--- src/rtl/pixie_dma_source.sv ---
// pixie_dma_source: CPU-side machine-cycle sequencer for the Pixie display path.
// It runs 8-tick machine cycles. A DMA request gets an S2 fetch through R0, and
// an interrupt request gets an S3 cycle that reloads R0 from base_addr. It also
// emits the display on/off strobes during idle (S1) cycles.
module pixie_dma_source #(
  parameter int CYCLE_TICKS = 8
) (
  input  logic        clk,
  input  logic        reset,
  input  logic        clk_enable,
  input  logic [15:0] base_addr,
  input  logic        disp_start,
  input  logic        disp_stop,
  input  logic        dma_req,
  input  logic        int_req,
  input  logic        efx,
  input  logic [7:0]  mem_data,
  output logic [15:0] mem_addr,
  output logic        mem_rd,
  output logic [1:0]  sc,
  output logic [7:0]  data,
  output logic        disp_on,
  output logic        disp_off,
  output logic        ef1,
  output logic [10:0] dma_count
);

  localparam logic [2:0]  LAST_TICK  = 3'(CYCLE_TICKS - 1);
  localparam logic [2:0]  LATCH_TICK = 3'd3;
  localparam logic [2:0]  STROBE_TICK = 3'd4;
  localparam logic [10:0] COUNT_MAX  = 11'h7FF;

  // The state encoding doubles as the sc bus code.
  typedef enum logic [1:0] {
    SC_EXEC = 2'b01,
    SC_DMA  = 2'b10,
    SC_INT  = 2'b11
  } state_t;

  state_t      state;
  state_t      state_next;
  logic [2:0]  tick;
  logic [15:0] r0;
  logic        ie;
  logic        on_pend;
  logic        off_pend;
  logic        boundary;

  assign boundary = clk_enable && (tick == LAST_TICK);

  // State register. A new machine-cycle type is only taken at a cycle boundary.
  always_ff @(posedge clk) begin
    if (reset) begin
      state <= SC_EXEC;
    end else begin
      state <= state_next;
    end
  end

  // Next-cycle decision and bus outputs. DMA has priority over the interrupt.
  // No second S3 is started straight out of an S3.
  always_comb begin
    state_next = state;
    sc         = state;
    mem_addr   = r0;
    mem_rd     = 1'b0;
    disp_on    = 1'b0;
    disp_off   = 1'b0;
    if (boundary) begin
      if (dma_req) begin
        state_next = SC_DMA;
      end else if (int_req && ie && (state != SC_INT)) begin
        state_next = SC_INT;
      end else begin
        state_next = SC_EXEC;
      end
    end
    if ((state == SC_DMA) && (tick != 3'd0) && (tick != LAST_TICK)) begin
      mem_rd = 1'b1;
    end
    if ((state == SC_EXEC) && (tick == STROBE_TICK)) begin
      disp_on  = on_pend;
      disp_off = off_pend && !on_pend;
    end
  end

  // Tick counter within the machine cycle. It wraps at the cycle boundary.
  always_ff @(posedge clk) begin
    if (reset) begin
      tick <= 3'd0;
    end else if (clk_enable) begin
      tick <= (tick == LAST_TICK) ? 3'd0 : tick + 3'd1;
    end
  end

  // R0 pointer, DMA byte count, interrupt enable and the latched display byte.
  always_ff @(posedge clk) begin
    if (reset) begin
      r0        <= 16'h0000;
      ie        <= 1'b1;
      dma_count <= 11'd0;
      data      <= 8'h00;
    end else if (clk_enable) begin
      if ((state == SC_DMA) && (tick == LATCH_TICK)) begin
        data <= mem_data;
      end
      if (tick == LAST_TICK) begin
        case (state)
          SC_DMA: begin
            r0 <= r0 + 16'd1;
            if (dma_count != COUNT_MAX) begin
              dma_count <= dma_count + 11'd1;
            end
          end
          SC_INT: begin
            r0        <= base_addr;
            dma_count <= 11'd0;
          end
          default: begin
          end
        endcase
        if (!int_req) begin
          ie <= 1'b1;
        end else if (state == SC_INT) begin
          ie <= 1'b0;
        end
      end
    end
  end

  // Display strobe requests are remembered on any clock.
  // Each pending flag clears once its strobe has been shown for the whole of tick 4.
  always_ff @(posedge clk) begin
    if (reset) begin
      on_pend  <= 1'b0;
      off_pend <= 1'b0;
    end else begin
      if (disp_start) begin
        on_pend <= 1'b1;
      end else if (clk_enable && disp_on) begin
        on_pend <= 1'b0;
      end
      if (disp_stop) begin
        off_pend <= 1'b1;
      end else if (clk_enable && disp_off) begin
        off_pend <= 1'b0;
      end
    end
  end

  // EF flag synchroniser, qualified by the CPU clock enable.
  always_ff @(posedge clk) begin
    if (reset) begin
      ef1 <= 1'b0;
    end else if (clk_enable) begin
      ef1 <= efx;
    end
  end

endmodule
--- config.mk ---
export PLATFORM = sky130hd
export DESIGN_NAME = pixie_dma_source
export DESIGN_NICKNAME = d
export VERILOG_FILES = /design/src/rtl/pixie_dma_source.sv
export SDC_FILE = /design/constraint.sdc
export NUM_CORES = 1
export LEC_CHECK = 0
export CORE_AREA = 2 2 91 93
export DETAILED_ROUTE_END_ITERATION = 12
export DIE_AREA = 0 0 93 95
export PLACE_DENSITY = 0.62
export REMOVE_ABC_BUFFERS = 1
export SYNTH_ARGS = -nofsm -noshare
export SYNTH_HDL_FRONTEND = slang
export SYNTH_SLANG_ARGS = --single-unit
--- constraint.sdc ---
create_clock -name clk -period 2.76 [get_ports clk]
set_input_delay 0.276 -clock clk [delete_from_list [all_inputs] [get_ports clk]]
set_output_delay 0.276 -clock clk [all_outputs]
set_load 0.01 [all_outputs]
# Word-level counts from Yosys, hierarchy flattened
# Cells that the tools add are included.
# op_classes
addsub	3
n_eq_ne	11
mux	15
reduce_logical	19
# op_table
op	count
case mux 16 bit (2 select lines)	1
case mux 11 bit (2 select lines)	1
adder 16 x 1 -> 16 bit (second input constant)	1
adder 11 x 1 -> 11 bit (second input constant)	1
2-to-1 mux 11 bit	1
!= test 11 bit (second input constant)	1
logical AND 1 bit	10
2-to-1 mux 1 bit	9
== test 3 bit (second input constant)	2
AND reduction 3 bit	2
nonzero test 2 bit	3
== test 2 bit (second input constant)	2
2-to-1 mux 2 bit	2
!= test 2 x 1 -> 1 bit (second input constant)	2
AND reduction 4 bit	1
adder 3 x 1 -> 3 bit (second input constant)	1
== test 3 x 2 -> 1 bit (second input constant)	1
2-to-1 mux 3 bit	1
!= test 3 bit (second input constant)	1
nonzero test 3 bit	1
== test 2 x 1 -> 1 bit (second input constant)	1
!= test 2 bit (second input constant)	1
AND reduction 2 bit	1
zero test 1 bit	1
# totals
regBits	44
in_bits	32
out_inout_bits	41
word_cells	57

# Depth between registers and ports, before layout
# Gate-level depths: netlist of run 1.
# depth
word_depth	6
ltp_mapped	8
mapped_depth_nobuf	6

# Worst setup path after synthesis of run 1
# No wires, ideal clock.
# synth_timing
path_kind	register to register
from	register tick[0]
to	register dma_count[9]
setup_time_ns	0.088
arrival_ns	1.820
t_required_ns	2.672
slack_ns	0.851
stages_incl_launch_ff	7
n_path_buf	0
synth_period_minus_slack_ns	1.909
cell_sequence	dfxtp_1 ha_1 ha_1 nand4b_1 or4_1 o21ba_1 a311oi_2
# synth_between
elab_chain_cells	2
# synth_rtl
element	line_no	rtl
start, declared	42	logic [2:0] tick;
start signal, assigned	92	tick <= (tick == LAST_TICK) ? 3'd0 : tick + 3'd1;
== test 3 bit	107	if (tick == LAST_TICK) begin
AND reduction 4 bit (no source line)	-	
end signal, assigned	112	dma_count <= dma_count + 11'd1;
end, declared	25	output logic [10:0] dma_count
# Every way passes these cells.
# A chain may end at the register's enable or synchronous reset.

# Worst setup path in the final report of run 1
# layout_timing
from	register tick[0]
to	output mem_rd
# layout_between
elab_chain_cells	4
word_cells_on_any_way	5
cone_classes	1 x eq/ne; 1 x mux; 3 x reduce/logical
# layout_rtl
element	line_no	rtl
nonzero test 3 bit	78	if ((state == SC_DMA) && (tick != 3'd0) && (tick != LAST_TICK)) begin
logical AND 1 bit	78	
logical AND 1 bit (*)	78	
2-to-1 mux 1 bit (*)	78	
end, declared	19	output logic mem_rd,
# Mark *: on every way between the ends. The rest lies on a longest branch, timed or not.

==> reports/results.md, run 1 <==
| Stage | Metric | Reported |
| --- | --- | --- |
| outcome | Outcome | completed |
| sta | Worst-case clock skew | 0.01028 ns |
| placement | Setup slack at placement | 0.5767 ns |
| pwr | Leakage dissipation | 1.075 nW |
| cells and area | Layout cell share with drive strength beyond 1 | 5.602% |
| placement | Quantity of I/O buffers inserted on ports | 72 |
| synth | Distinct cell type count after synthesis | 50 |
| critical path | CP Launch Point | tick[0] |
| critical path | Nature of the critical path endpoint | primary output |
| sta | Setup-failing EPs final | 0 |
| critical path | Endpoint of the worst-slack reg-to-reg timing path | dma_count[9] |
| sta | Top achievable clock speed | 410.3 MHz |
| grt | Global-route wire length before repair | 10,830 microns |
| clock network | Number of buffers inserted to repair setup after CTS | 0 |
| route | Post-DR vias/cell | 5.225 |
| pwr | Share of total power in the clock network | 41.6% |
| route | Remaining antenna violation count after routing | 0 |
| sta | Slack of the critical path | 0.3227 ns |
| die | Die outline width | 93 microns |
| critical path | Type of the setup path with the least slack | reg -> out |
| pwr | Reg power frac | 51.2% |
| clock network | Number of H-tree branching levels | 2 |
| critical path | Maximum fanout encountered on the critical timing path | 6 |
| synth | Yosys warnings | 0 |
| cells and area | Final #Nets | 394 |
| route | Post-route DRC | 0 |
| critical path | Crit start category | register |
| route | Avg WL per Cell | 14.54 microns |
| synth | Top flip-flop cell by instance count after synthesis | sky130_fd_sc_hd__dfxtp_1 |
| die | DIE AREA | 0.008835 sq mm |
| cells and area | Number of filler instances in the final layout | 805 |
| clock network | CTS Root Buffer Type | sky130_fd_sc_hd__clkbuf_8 |
| grt | Antenna violations before repair | 0 |
| job | Max Cap Violations | 0 |
| sta | Relative slew slack | 56.58% |
| sta | Setup repair after global routing missed its margin | no |
| pwr | Switching power | 266.9 uW |
| synth | Proportion of register bits with asynchronous set or reset after synthesis | 0% |
| critical path | Data arrival time at the worst-slack endpoint | 2.16 ns |
| cells and area | Footprint of the flip-flops and latches | 880.8 sq um |
| sta | Final critical path time including I/O delays and setup | 2.437 ns |
| sta | Slew at the pin closest to its max-slew limit | 0.6498 ns |
| cells and area | ANT cells | 0 |
| clock network | Clock tree from TritonCTS | done |
| placement | GPL Wtd Cong | 0.7716 |
| sta | Final hold slack | 0.4604 ns |
| grt | Maximum number of pins on one net before global-route repair | 25 |
| critical path | Capture point of the critical path | mem_rd |
| pwr | Power density over the cells | 388.5 mW/mm^2 |
| cells and area | Post-route cell area | 0.003243 sq mm |
| sta | Fin. Hold Viols | 0 |
| sta | Accumulated negative setup slack | 0 ns |
| route | Detail Route met2 WL | 3134 microns |
| critical path | Worst reg-to-reg setup slack | 0.57 ns |
| pwr | Combinational power share | 7.2% |
| clock network | Num CTS Buffers | 5 |
| clock network | Number of gates given a new drive strength after cts | 0 |
| pwr | Total power draw | 1.260 mW |
| synth | Netlist area before placement | 0.002313 sq mm |
| pwr | Worst voltage drop across the vdd grid | 0.2113 mV |
| route | Uppermost metal layer occupied by signal nets | met4 |
| synth | Flop and latch count out of synthesis | 44 |
| route | Detailed-routed wire length on met3 | 413 microns |
| grt | Overflow after GRT | 0 |
| critical path | Number of cells on the worst reg-to-reg path | 6 |
| synth | Post-synthesis area per instance | 7.923 sq um |
| placement | Half-perimeter wire length of the detailed placement result | 4803 microns |
| cells and area | Finished Layout Cells | 462 |
| critical path | Required time worst endpoint | 2.48 ns |
| route | Detailed-routing wirelength on met1 | 3102 microns |
| sta | Final Max Slew Viols | 0 |
| cells and area | Area growth from synthesis to layout | 40.18% |
| die | I/O pin count | 73 |
| route | Overall via count from detail_route | 2,414 |
| clock network | Number of buffers on the longest clock path | 2 |
| cells and area | Area taken by multi-input logic gates | 0.001287 sq mm |
| pwr | Share of total power consumed by net switching | 21.19% |
| placement | Placed instance count | 454 |
| die | Die boundary height | 95 microns |
| grt | Total routing resource utilization after global routing | 15.33% |
| die | Initial core utilization | 29.18% |
| clock network | TritonCTS sink count | 44 |
| die | Row count | 33 |
| critical path | Worst reg2reg path startpoint | tick[0] |
| route | First-pass iteration count of the detailed router | 4 |
| sta | Share of the clock period used by the worst path | 88.31% |
| placement | Instance area at placement | 0.003122 sq mm |
| clock network | Worst-Skew Late Latency | 0.30 ns |
| clock network | Clock transition at path regs | 0.09 ns |
| route | Routed wire length | 6716 microns |
| die | Floorplan Core Area | 0.007928 sq mm |
| cells and area | Post-route core utilization | 40.91% |
| synth | EDFF count, synth | 0 |
| pwr | Int Power | 992.9 uW |
| grt | Number of global-route vias before repair | 2,285 |
| synth | Seq/Total Area, Yosys | 38.07% |
| synth | Gate count after technology mapping | 292 |
| hold path | Class of the most critical hold timing path | reg -> reg |
| route | Starting DRT DRC Count | 148 |
| clock network | CTS Hold Bufs | 0 |
-- power by group through the flow --
stage	clock (mW)	sequential (mW)	combinational [mW]
floorplan	0	0.660	0.0210
global placement	0	0.660	0.0898
detailed placement	0	0.660	0.0908
CTS	0.543	0.645	0.0917
global route	0.561	0.646	0.0993
finish	0.524	0.645	0.0906
-- cells in the mapped netlist, types with 2 or more instances --
library cell               count  area, sq um
sky130_fd_sc_hd__a211o_1       3        26.28
sky130_fd_sc_hd__a211oi_1      5        37.54
sky130_fd_sc_hd__a21o_1        3        22.52
sky130_fd_sc_hd__a21oi_1      26        130.1
sky130_fd_sc_hd__a221oi_1      4        35.03
sky130_fd_sc_hd__a31oi_1       3        18.77
sky130_fd_sc_hd__a41o_1        2        20.02
sky130_fd_sc_hd__and2_1        4        25.02
sky130_fd_sc_hd__and3_1        7        43.79
sky130_fd_sc_hd__and4_1        3        26.28
sky130_fd_sc_hd__buf_2         5        25.02
sky130_fd_sc_hd__buf_4         2        15.01
sky130_fd_sc_hd__clkbuf_1     15        56.30
sky130_fd_sc_hd__dfxtp_1      44        880.8
sky130_fd_sc_hd__ha_1          6        75.07
sky130_fd_sc_hd__inv_1        13        48.80
sky130_fd_sc_hd__mux2i_1       4        40.04
sky130_fd_sc_hd__nand2_1      34        127.6
sky130_fd_sc_hd__nand3_1      13        65.06
sky130_fd_sc_hd__nand4_1      11        68.82
sky130_fd_sc_hd__nand4b_1      3        26.28
sky130_fd_sc_hd__nor2_1       19        71.32
sky130_fd_sc_hd__nor3_1        5        25.02
sky130_fd_sc_hd__nor4_1        6        37.54
sky130_fd_sc_hd__o21ai_0      18        90.09
sky130_fd_sc_hd__o22ai_1       3        18.77
sky130_fd_sc_hd__or2_2         2        12.51
sky130_fd_sc_hd__or3_1         4        25.02
sky130_fd_sc_hd__or4_1         4        30.03
-- worst min-delay path by stage --
stage / startpoint / end / cells past startpoint
6_report: data[2] / data[2] / 2
5_1_grt: data[6] / data[6] / 2
4_1_cts: data[7] / data[7] / 2
3_5_place_dp: data[7] / data[7] / 2
3_3_place_gp: ie / ie / 1
2_1_floorplan: reset / dma_count[9] / 1
-- layout by cell type (no fill, tap or decap), types with 2 or more instances in the layout --
| cell type | count |
|---|---|
| sky130_fd_sc_hd__a211oi_1 | 5 |
| sky130_fd_sc_hd__clkbuf_8 | 6 |
| sky130_fd_sc_hd__and3_1 | 7 |
| sky130_fd_sc_hd__nor2_1 | 19 |
| sky130_fd_sc_hd__a211o_1 | 3 |
| sky130_fd_sc_hd__a31oi_1 | 3 |
| sky130_fd_sc_hd__a221oi_1 | 4 |
| sky130_fd_sc_hd__nand4b_1 | 3 |
| sky130_fd_sc_hd__a21o_1 | 3 |
| sky130_fd_sc_hd__ha_1 | 6 |
| sky130_fd_sc_hd__buf_4 | 7 |
| sky130_fd_sc_hd__or4_1 | 4 |
| sky130_fd_sc_hd__and2_1 | 4 |
| sky130_fd_sc_hd__nor4_1 | 6 |
| sky130_fd_sc_hd__inv_1 | 13 |
| sky130_fd_sc_hd__or2_2 | 2 |
| sky130_fd_sc_hd__o21ai_0 | 18 |
| sky130_fd_sc_hd__mux2i_1 | 4 |
| sky130_fd_sc_hd__o22ai_1 | 3 |
| sky130_fd_sc_hd__nand2_1 | 34 |
| sky130_fd_sc_hd__a41o_1 | 2 |
| sky130_fd_sc_hd__clkdlybuf4s50_1 | 72 |
| sky130_fd_sc_hd__a21oi_1 | 26 |
| sky130_fd_sc_hd__and4_1 | 3 |
| sky130_fd_sc_hd__nor3_1 | 5 |
| sky130_fd_sc_hd__dfxtp_1 | 44 |
| sky130_fd_sc_hd__nand3_1 | 13 |
| sky130_fd_sc_hd__or3_1 | 4 |
| sky130_fd_sc_hd__nand4_1 | 11 |
-- layout make-up --
class / instances / share of cell area (%)
inverter: 13 / 1.505
tap: 105 / 4.051
clock buffer: 6 / 2.546
clock inverter: 2 / 1.196
sequential: 44 / 27.16
timing repair buffer: 79 / 23.84
multi-input combinational: 213 / 39.70
-- worst max-delay path, stage by stage, from the launching register on --
cell                              delay (ns)
sky130_fd_sc_hd__dfxtp_1                0.35
sky130_fd_sc_hd__ha_1                   0.23
sky130_fd_sc_hd__ha_1                   0.25
sky130_fd_sc_hd__a2111oi_0              0.42
sky130_fd_sc_hd__clkdlybuf4s50_1        0.61
-- layer usage --
metal  up-vias  track usage [%]
li1       1209                -
met1      1130            20.30
met2        70            24.64
met3         5            3.671
met4         0            5.025
met5         -                0
-- flip-flops by register name (all words and copies together), names as in the netlist --
signal and count:
data 8, dma_count 11, ef1 1, ie 1, mem_addr 16, off_pend 1, on_pend 1, sc 2
tick 3
-- cell families (layout without fill, tap and decap cells) --
group                    after synthesis  in the layout  share of synthesized area, %
adder cells (fa/ha/maj)                6              6                         3.245
AO/OA/AOI/OAI                         81             81                         22.93
multiplexers                           4              4                         1.731
flip-flops                            44             44                         38.07
buffers and inverters                 35            100                         6.273
AND/OR/NAND/NOR                      122            122                         27.75
No activity file was read; power rests on OpenSTA's default activity.
==> run 2, diff against run 1 <==
--- a/config.mk
+++ b/config.mk
@@ -5,10 +5,10 @@
 export SDC_FILE = /design/constraint.sdc
 export NUM_CORES = 1
 export LEC_CHECK = 0
-export CORE_AREA = 2 2 91 93
+export CORE_AREA = 2 2 74 76
 export DETAILED_ROUTE_END_ITERATION = 12
-export DIE_AREA = 0 0 93 95
-export PLACE_DENSITY = 0.62
+export DIE_AREA = 0 0 76 78
+export PLACE_DENSITY = 0.85
 export REMOVE_ABC_BUFFERS = 1
 export SYNTH_ARGS = -nofsm -noshare
 export SYNTH_HDL_FRONTEND = slang
==> run 2 against run 1 <==
Flip-flop and latch count unchanged. Largest power group unchanged. Setup slack better by 0.011 ns. Combinational power about the same. Critical endpoint unchanged. Via count rose by 1.7%. Clock-buffer cell count stayed put. Clock power decreased by 6.9%. Hold slack worse by 0.0037 ns. Register-to-register slack improved by 0.02 ns.
==> reports/results.md, run 2 (same netlist as run 1, synthesis figures left out) <==
| Stage | Metric | Reported | vs previous |
| --- | --- | --- | --- |
| pwr | Worst voltage drop across the vdd grid | 0.2445 mV | +16% |
| critical path | Maximum fanout encountered on the critical timing path | 6 | unchanged |
| sta | Share of the clock period used by the worst path | 87.92% | -0.39 points |
| route | Overall via count from detail_route | 2,455 | +1.7% |
| pwr | Combinational power share | 7.4% | +0.2 points |
| sta | Top achievable clock speed | 412.1 MHz | +0.44% |
| cells and area | Number of filler instances in the final layout | 451 | -44% |
| hold path | Count of cells along the worst hold path | 2 | unchanged |
| route | Starting DRT DRC Count | 154 | +4.1% |
| critical path | Type of the setup path with the least slack | reg -> out |  |
| critical path | Nature of the critical path endpoint | primary output |  |
| cells and area | Layout cell share with drive strength beyond 1 | 4.789% | -0.81 points |
| sta | Slew at the pin closest to its max-slew limit | 0.6457 ns | -0.004062 ns |
| die | Floorplan Core Area | 0.005042 sq mm | -36% |
| route | Avg WL per Cell | 15.06 microns | +3.6% |
| pwr | Power density over the cells | 386.0 mW/mm^2 | -0.63% |
| cells and area | Area growth from synthesis to layout | 37.05% |  |
| route | Routed wire length | 6402 microns | -4.7% |
| route | Post-DR vias/cell | 5.776 | +11% |
| die | Die outline width | 76 microns | -18% |
| cells and area | Most frequent standard cell in the layout excluding fill and tap cells | sky130_fd_sc_hd__clkdlybuf4s50_1 |  |
| clock network | Number of gates given a new drive strength after cts | 0 | unchanged |
| route | Detail Route met2 WL | 2948 microns | -5.9% |
| sta | Final Max Slew Viols | 0 | unchanged |
| sta | Setup-failing EPs final | 0 | unchanged |
| pwr | Switching power | 259.1 uW | -2.9% |
| critical path | Number of cells on the worst reg-to-reg path | 6 | unchanged |
| sta | Worst-case clock skew | 0.005179 ns | -0.005101 ns |
| clock network | Number of buffers on the longest clock path | 2 | unchanged |
| cells and area | Top library cells by usage in the layout, fill and taps aside | sky130_fd_sc_hd__clkdlybuf4s50_1, sky130_fd_sc_hd__dfxtp_1, sky130_fd_sc_hd__nand2_1 |  |
| critical path | CP Launch Point | tick[0] |  |
| clock network | Clock transition at path regs | 0.08 ns | about the same |
| clock network | TritonCTS sink count | 44 | unchanged |
| grt | Antenna violations before repair | 0 | unchanged |
| hold path | Min-delay src | data[6] |  |
| pwr | Leakage dissipation | 1.059 nW | -1.4% |
| pwr | Reg power frac | 52.7% | +1.5 points |
| critical path | Worst reg2reg path startpoint | tick[0] |  |
| placement | Quantity of I/O buffers inserted on ports | 72 | unchanged |
| route | Detailed-routing wirelength on met1 | 2803 microns | -9.6% |
| route | Detailed-routed wire length on met3 | 554 microns | +34% |
| pwr | Share of total power in the clock network | 39.9% | -1.7 points |
| clock network | Number of buffers inserted to repair setup after CTS | 0 | unchanged |
| grt | Number of global-route vias before repair | 2,305 | +0.88% |
| grt | Global-route wire length before repair | 10,700 microns | -1.2% |
| sta | Final hold slack | 0.4566 ns | -0.003743 ns |
| sta | Setup repair after global routing missed its margin | no |  |
| die | Die boundary height | 78 microns | -18% |
| cells and area | Final #Nets | 392 | -0.51% |
| sta | Final critical path time including I/O delays and setup | 2.427 ns | -0.01076 ns |
| die | Initial core utilization | 45.88% | +17 points |
| clock network | Number of H-tree branching levels | 2 | unchanged |
| grt | Overflow after GRT | 0 | unchanged |
| critical path | Crit start category | register |  |
| sta | Relative slew slack | 56.85% | +0.27 points |
| placement | GPL Wtd Cong | 0.7960 | +3.2% |
| clock network | CTS Hold Bufs | 0 | unchanged |
| critical path | Required time worst endpoint | 2.48 ns | about the same |
| critical path | Data arrival time at the worst-slack endpoint | 2.15 ns | about the same |
| job | Max Cap Violations | 0 | unchanged |
| cells and area | ANT cells | 0 | unchanged |
| die | Row count | 26 | -21% |
| route | Uppermost metal layer occupied by signal nets | met4 |  |
| pwr | Share of total power consumed by net switching | 21.17% | about the same |
| die | DIE AREA | 0.005928 sq mm | -33% |
| clock network | Clock tree from TritonCTS | done |  |
| cells and area | Flip-flop count of the largest register, all copies and words added | 16 | unchanged |
| clock network | Num CTS Buffers | 5 | unchanged |
| sta | Fin. Hold Viols | 0 | unchanged |
| sta | Accumulated negative setup slack | 0 ns | unchanged |
| route | First-pass iteration count of the detailed router | 5 | +1 |
| hold path | Class of the most critical hold timing path | reg -> reg |  |
| grt | Maximum number of pins on one net before global-route repair | 32 | +28% |
| route | Remaining antenna violation count after routing | 0 | unchanged |
| die | I/O pin count | 73 | unchanged |
| placement | Half-perimeter wire length of the detailed placement result | 4516 microns | -6.0% |
| pwr | Int Power | 964.7 uW | -2.8% |
| route | Post-route DRC | 0 | unchanged |
| clock network | CTS Root Buffer Type | sky130_fd_sc_hd__clkbuf_8 |  |
| clock network | Worst-Skew Late Latency | 0.30 ns | about the same |
| grt | Total routing resource utilization after global routing | 21.52% | +6.2 points |
| outcome | Outcome | completed |  |
run 2: cell types whose count changed in the layout (fill, tap and decap cells not counted):
| cell | before | now |
|---|---|---|
| sky130_fd_sc_hd__clkbuf_8 | 6 | 5 |
| sky130_fd_sc_hd__buf_4 | 7 | 5 |
| sky130_fd_sc_hd__clkinv_2 | 0 | 1 |
| sky130_fd_sc_hd__clkinv_4 | 1 | 0 |
| sky130_fd_sc_hd__clkbuf_1 | 0 | 1 |
run 2: routing by layer:
metal  up-vias  GRT usage [%]
met1      1126          27.19
met4         0          6.364
li1       1200              -
met2       119          36.79
met5         -              0
met3        10          4.884
run 2: path summary, 6_finish.rpt:
kind | to | slack [ns]
max | mem_rd | 0.33
min | data[6] | 0.46
max reg2reg | dma_count[9] | 0.59
min reg2reg | data[6] | 0.46
run 2: power by group through the flow:
| stage | combinational (mW) | sequential (mW) | clock (mW) |
|---|---|---|---|
| finish | 0.0903 | 0.645 | 0.488 |
| global route | 0.0975 | 0.646 | 0.526 |
| CTS | 0.0907 | 0.645 | 0.497 |
| detailed placement | 0.0897 | 0.660 | 0 |
| global placement | 0.0879 | 0.660 | 0 |
| floorplan | 0.0210 | 0.660 | 0 |
run 2: per-stage QoR:
step	utilization, %	power [mW]	area, sq um	worst slack [ns]	instances
2_1_floorplan	-	0.6806	2217	0.5225	270
3_3_place_gp	60.74	0.7474	3063	0.4488	417
3_5_place_dp	60.74	0.7500	3063	0.3758	417
4_1_cts	62.88	1.233	3171	0.2936	425
5_1_grt	62.88	1.269	3171	0.1636	425
6_report	62.88	1.224	3171	0.3335	425
run 2: worst max-delay path: stages, from the launching register on:
cell and delay, ns:
sky130_fd_sc_hd__dfxtp_1 0.35, sky130_fd_sc_hd__ha_1 0.23, sky130_fd_sc_hd__ha_1 0.26, sky130_fd_sc_hd__a2111oi_0 0.41, sky130_fd_sc_hd__clkdlybuf4s50_1 0.61
run 2: layout make-up:
cell class                      instances  area (sq um)  area share, %
Tap cell                               70         87.58          2.762
Clock inverter                          2         35.03          1.105
Inverter                               13         48.80          1.539
Timing Repair Buffer                   77         758.2          23.91
Clock buffer                            6         72.57          2.289
Multi-Input combinational cell        213          1287          40.61
Sequential cell                        44         880.8          27.78
==> run 3, diff against run 2 <==
--- a/config.mk
+++ b/config.mk
@@ -5,10 +5,10 @@
 export SDC_FILE = /design/constraint.sdc
 export NUM_CORES = 1
 export LEC_CHECK = 0
-export CORE_AREA = 2 2 74 76
+export CORE_AREA = 2 2 89 91
 export DETAILED_ROUTE_END_ITERATION = 12
-export DIE_AREA = 0 0 76 78
-export PLACE_DENSITY = 0.85
+export DIE_AREA = 0 0 91 93
+export PLACE_DENSITY = 0.64
 export REMOVE_ABC_BUFFERS = 1
 export SYNTH_ARGS = -nofsm -noshare
 export SYNTH_HDL_FRONTEND = slang
==> run 3 against run 2 <==
Cell count grew 7.8%. Flip-flop and latch count is the same. Setup slack gained 0.014 ns. Hold slack lost 0.00054 ns. Via count shrank 2.8%. Clock-buffer cell count shrank 1. Combinational power shrank 0.6%. Critical endpoint unchanged.
==> reports/results.md, run 3 (same netlist as run 1, synthesis figures left out) <==
| Stage | Metric | Reported | vs previous |
| --- | --- | --- | --- |
| sta | Share of the clock period used by the worst path | 87.40% | -0.52 points |
| cells and area | Final #Nets | 393 | +0.26% |
| critical path | Type of the setup path with the least slack | reg -> out |  |
| critical path | Stage delay of the slowest cell on the critical path | 0.61 ns | about the same |
| grt | Antenna violations before repair | 0 | unchanged |
| pwr | Power density over the cells | 386.2 mW/mm^2 | about the same |
| route | Starting DRT DRC Count | 170 | +10% |
| sta | Accumulated negative setup slack | 0 ns | unchanged |
| critical path | Maximum fanout encountered on the critical timing path | 6 | unchanged |
| placement | Instance area at placement | 0.003110 sq mm | +1.6% |
| clock network | TritonCTS sink count | 44 | unchanged |
| sta | Slew at the pin closest to its max-slew limit | 0.6129 ns | -0.03280 ns |
| clock network | Clock transition at path regs | 0.09 ns | about the same |
| sta | Fin. Hold Viols | 0 | unchanged |
| die | Initial core utilization | 30.73% | -15 points |
| critical path | Crit start category | register |  |
| die | Row count | 32 | +23% |
| clock network | Number of H-tree branching levels | 2 | unchanged |
| critical path | Cell chain of the critical path | ha_1 -> ha_1 -> a2111oi_0 -> clkdlybuf4s50_1 |  |
| placement | Placed instance count | 450 | +7.9% |
| cells and area | Top library cells by usage in the layout, fill and taps aside | sky130_fd_sc_hd__clkdlybuf4s50_1, sky130_fd_sc_hd__dfxtp_1, sky130_fd_sc_hd__nand2_1 |  |
| cells and area | Finished Layout Cells | 458 | +7.8% |
| grt | Total routing resource utilization after global routing | 15.21% | -6.3 points |
| placement | Setup slack at placement | 0.5821 ns | +0.2063 ns |
| pwr | Leakage dissipation | 1.064 nW | +0.41% |
| sta | Final Max Slew Viols | 0 | unchanged |
| clock network | Number of buffers on the longest clock path | 2 | unchanged |
| die | Die boundary height | 93 microns | +19% |
| placement | GPL Wtd Cong | 0.8166 | +2.6% |
| clock network | CTS Root Buffer Type | sky130_fd_sc_hd__clkbuf_8 |  |
| critical path | Required time worst endpoint | 2.48 ns | about the same |
| route | Post-route DRC | 0 | unchanged |
| grt | Maximum number of pins on one net before global-route repair | 25 | -22% |
| sta | Setup repair after global routing missed its margin | no |  |
| critical path | Cell type with the highest occurrence count on the critical path | sky130_fd_sc_hd__ha_1 |  |
| sta | Relative slew slack | 59.08% | +2.2 points |
| critical path | CP Buf/Inv Count | 1 | unchanged |
| grt | Global-route wire length before repair | 10,420 microns | -2.6% |
| sta | Final hold slack | 0.4561 ns | -0.0005370 ns |
| cells and area | Layout cell share with drive strength beyond 1 | 5.337% | +0.55 points |
| route | Remaining antenna violation count after routing | 0 | unchanged |
| route | Post-DR vias/cell | 5.212 | -9.8% |
| die | I/O pin count | 73 | unchanged |
| critical path | Data arrival time at the worst-slack endpoint | 2.14 ns | about the same |
| pwr | Total power draw | 1.246 mW | +1.8% |
| sta | Worst-case clock skew | 0.007217 ns | +0.002038 ns |
| clock network | Number of buffers inserted to repair setup after CTS | 0 | unchanged |
| grt | Overflow after GRT | 0 | unchanged |
| cells and area | ANT cells | 0 | unchanged |
| critical path | Standard cell with the maximum stage delay on the critical path | sky130_fd_sc_hd__clkdlybuf4s50_1 |  |
| placement | Quantity of I/O buffers inserted on ports | 72 | unchanged |
| cells and area | Most frequent standard cell in the layout excluding fill and tap cells | sky130_fd_sc_hd__clkdlybuf4s50_1 |  |
| clock network | Num CTS Buffers | 5 | unchanged |
| pwr | Worst voltage drop across the vdd grid | 0.2197 mV | -10% |
| route | Routed wire length | 6436 microns | +0.53% |
| sta | Slack of the critical path | 0.3478 ns | +0.01439 ns |
| route | Avg WL per Cell | 14.05 microns | -6.7% |
| route | Overall via count from detail_route | 2,387 | -2.8% |
| cells and area | Post-route core utilization | 42.85% | -20 points |
| clock network | Clock tree from TritonCTS | done |  |
| critical path | Nature of the critical path endpoint | primary output |  |
| sta | Setup-failing EPs final | 0 | unchanged |
| die | Floorplan Core Area | 0.007527 sq mm | +49% |
| placement | Half-perimeter wire length of the detailed placement result | 4657 microns | +3.1% |
| critical path | Gate family responsible for the most delay along the worst path | buffers and inverters |  |
| cells and area | Number of filler instances in the final layout | 784 | +74% |
| cells and area | Flip-flop count of the largest register, all copies and words added | 16 | unchanged |
| grt | Number of global-route vias before repair | 2,200 | -4.6% |
| clock network | Number of gates given a new drive strength after cts | 0 | unchanged |
| sta | Final critical path time including I/O delays and setup | 2.412 ns | -0.01439 ns |
| cells and area | Area growth from synthesis to layout | 39.43% |  |
| route | First-pass iteration count of the detailed router | 4 | -1 |
| die | Die outline width | 91 microns | +20% |
| hold path | Class of the most critical hold timing path | reg -> reg |  |
| clock network | Worst-Skew Late Latency | 0.30 ns | about the same |
| outcome | Outcome | completed |  |
| clock network | CTS Hold Bufs | 0 | unchanged |
| die | DIE AREA | 0.008463 sq mm | +43% |
| job | Max Cap Violations | 0 | unchanged |
| sta | Top achievable clock speed | 414.6 MHz | +0.60% |
| cells and area | Post-route cell area | 0.003226 sq mm | +1.7% |
==> run 3: changes by cell type in the layout (fill, tap and decap cells not counted), sizes merged <==
cell      delta
clkinv       -1
buf          +1
clkbuf       -1
inv          +1
clkinvlp     +1
==> run 3: routing by layer <==
layer  up-vias  GRT usage [%]  part of all wire, %
li1       1207              -                    -
met2        78          24.20                   47
met5         -              0                    0
met1      1096          19.62                   46
met4         0          4.924                 0.92
met3         6          4.835                  6.0
==> run 3: final timing paths <==
| path | startpoint | to | slack [ns] | depth (start not counted) |
|---|---|---|---|---|
| setup / recovery | tick[0] | mem_rd | 0.35 | 4 |
| hold / removal | data[3] | data[3] | 0.46 | 2 |
| setup reg to reg | tick[0] | dma_count[9] | 0.58 | 6 |
| hold reg to reg | data[3] | data[3] | 0.46 | 2 |
==> run 3: final cells by class <==
class	count	area (sq um)	area share, %
Tap cell	102	127.6	3.957
Clock buffer	5	68.82	2.133
Multi-Input combinational cell	213	1287	39.91
Clock inverter	3	46.29	1.435
Inverter	13	48.80	1.513
Sequential cell	44	880.8	27.31
Timing Repair Buffer	78	765.7	23.74
==> run 3: worst min-delay path, cell delays in order (launching register included) <==
cell and delay, ns:
sky130_fd_sc_hd__dfxtp_1 0.32, sky130_fd_sc_hd__nand2_1 0.05, sky130_fd_sc_hd__a21oi_1 0.05
==> run 3: power by group <==
group / switching, mW / leakage (nW) / internal (mW)
sequential: 0.00480 / 0.356 / 0.640
clock: 0.238 / 0.0548 / 0.273
combinational: 0.0333 / 0.653 / 0.0565
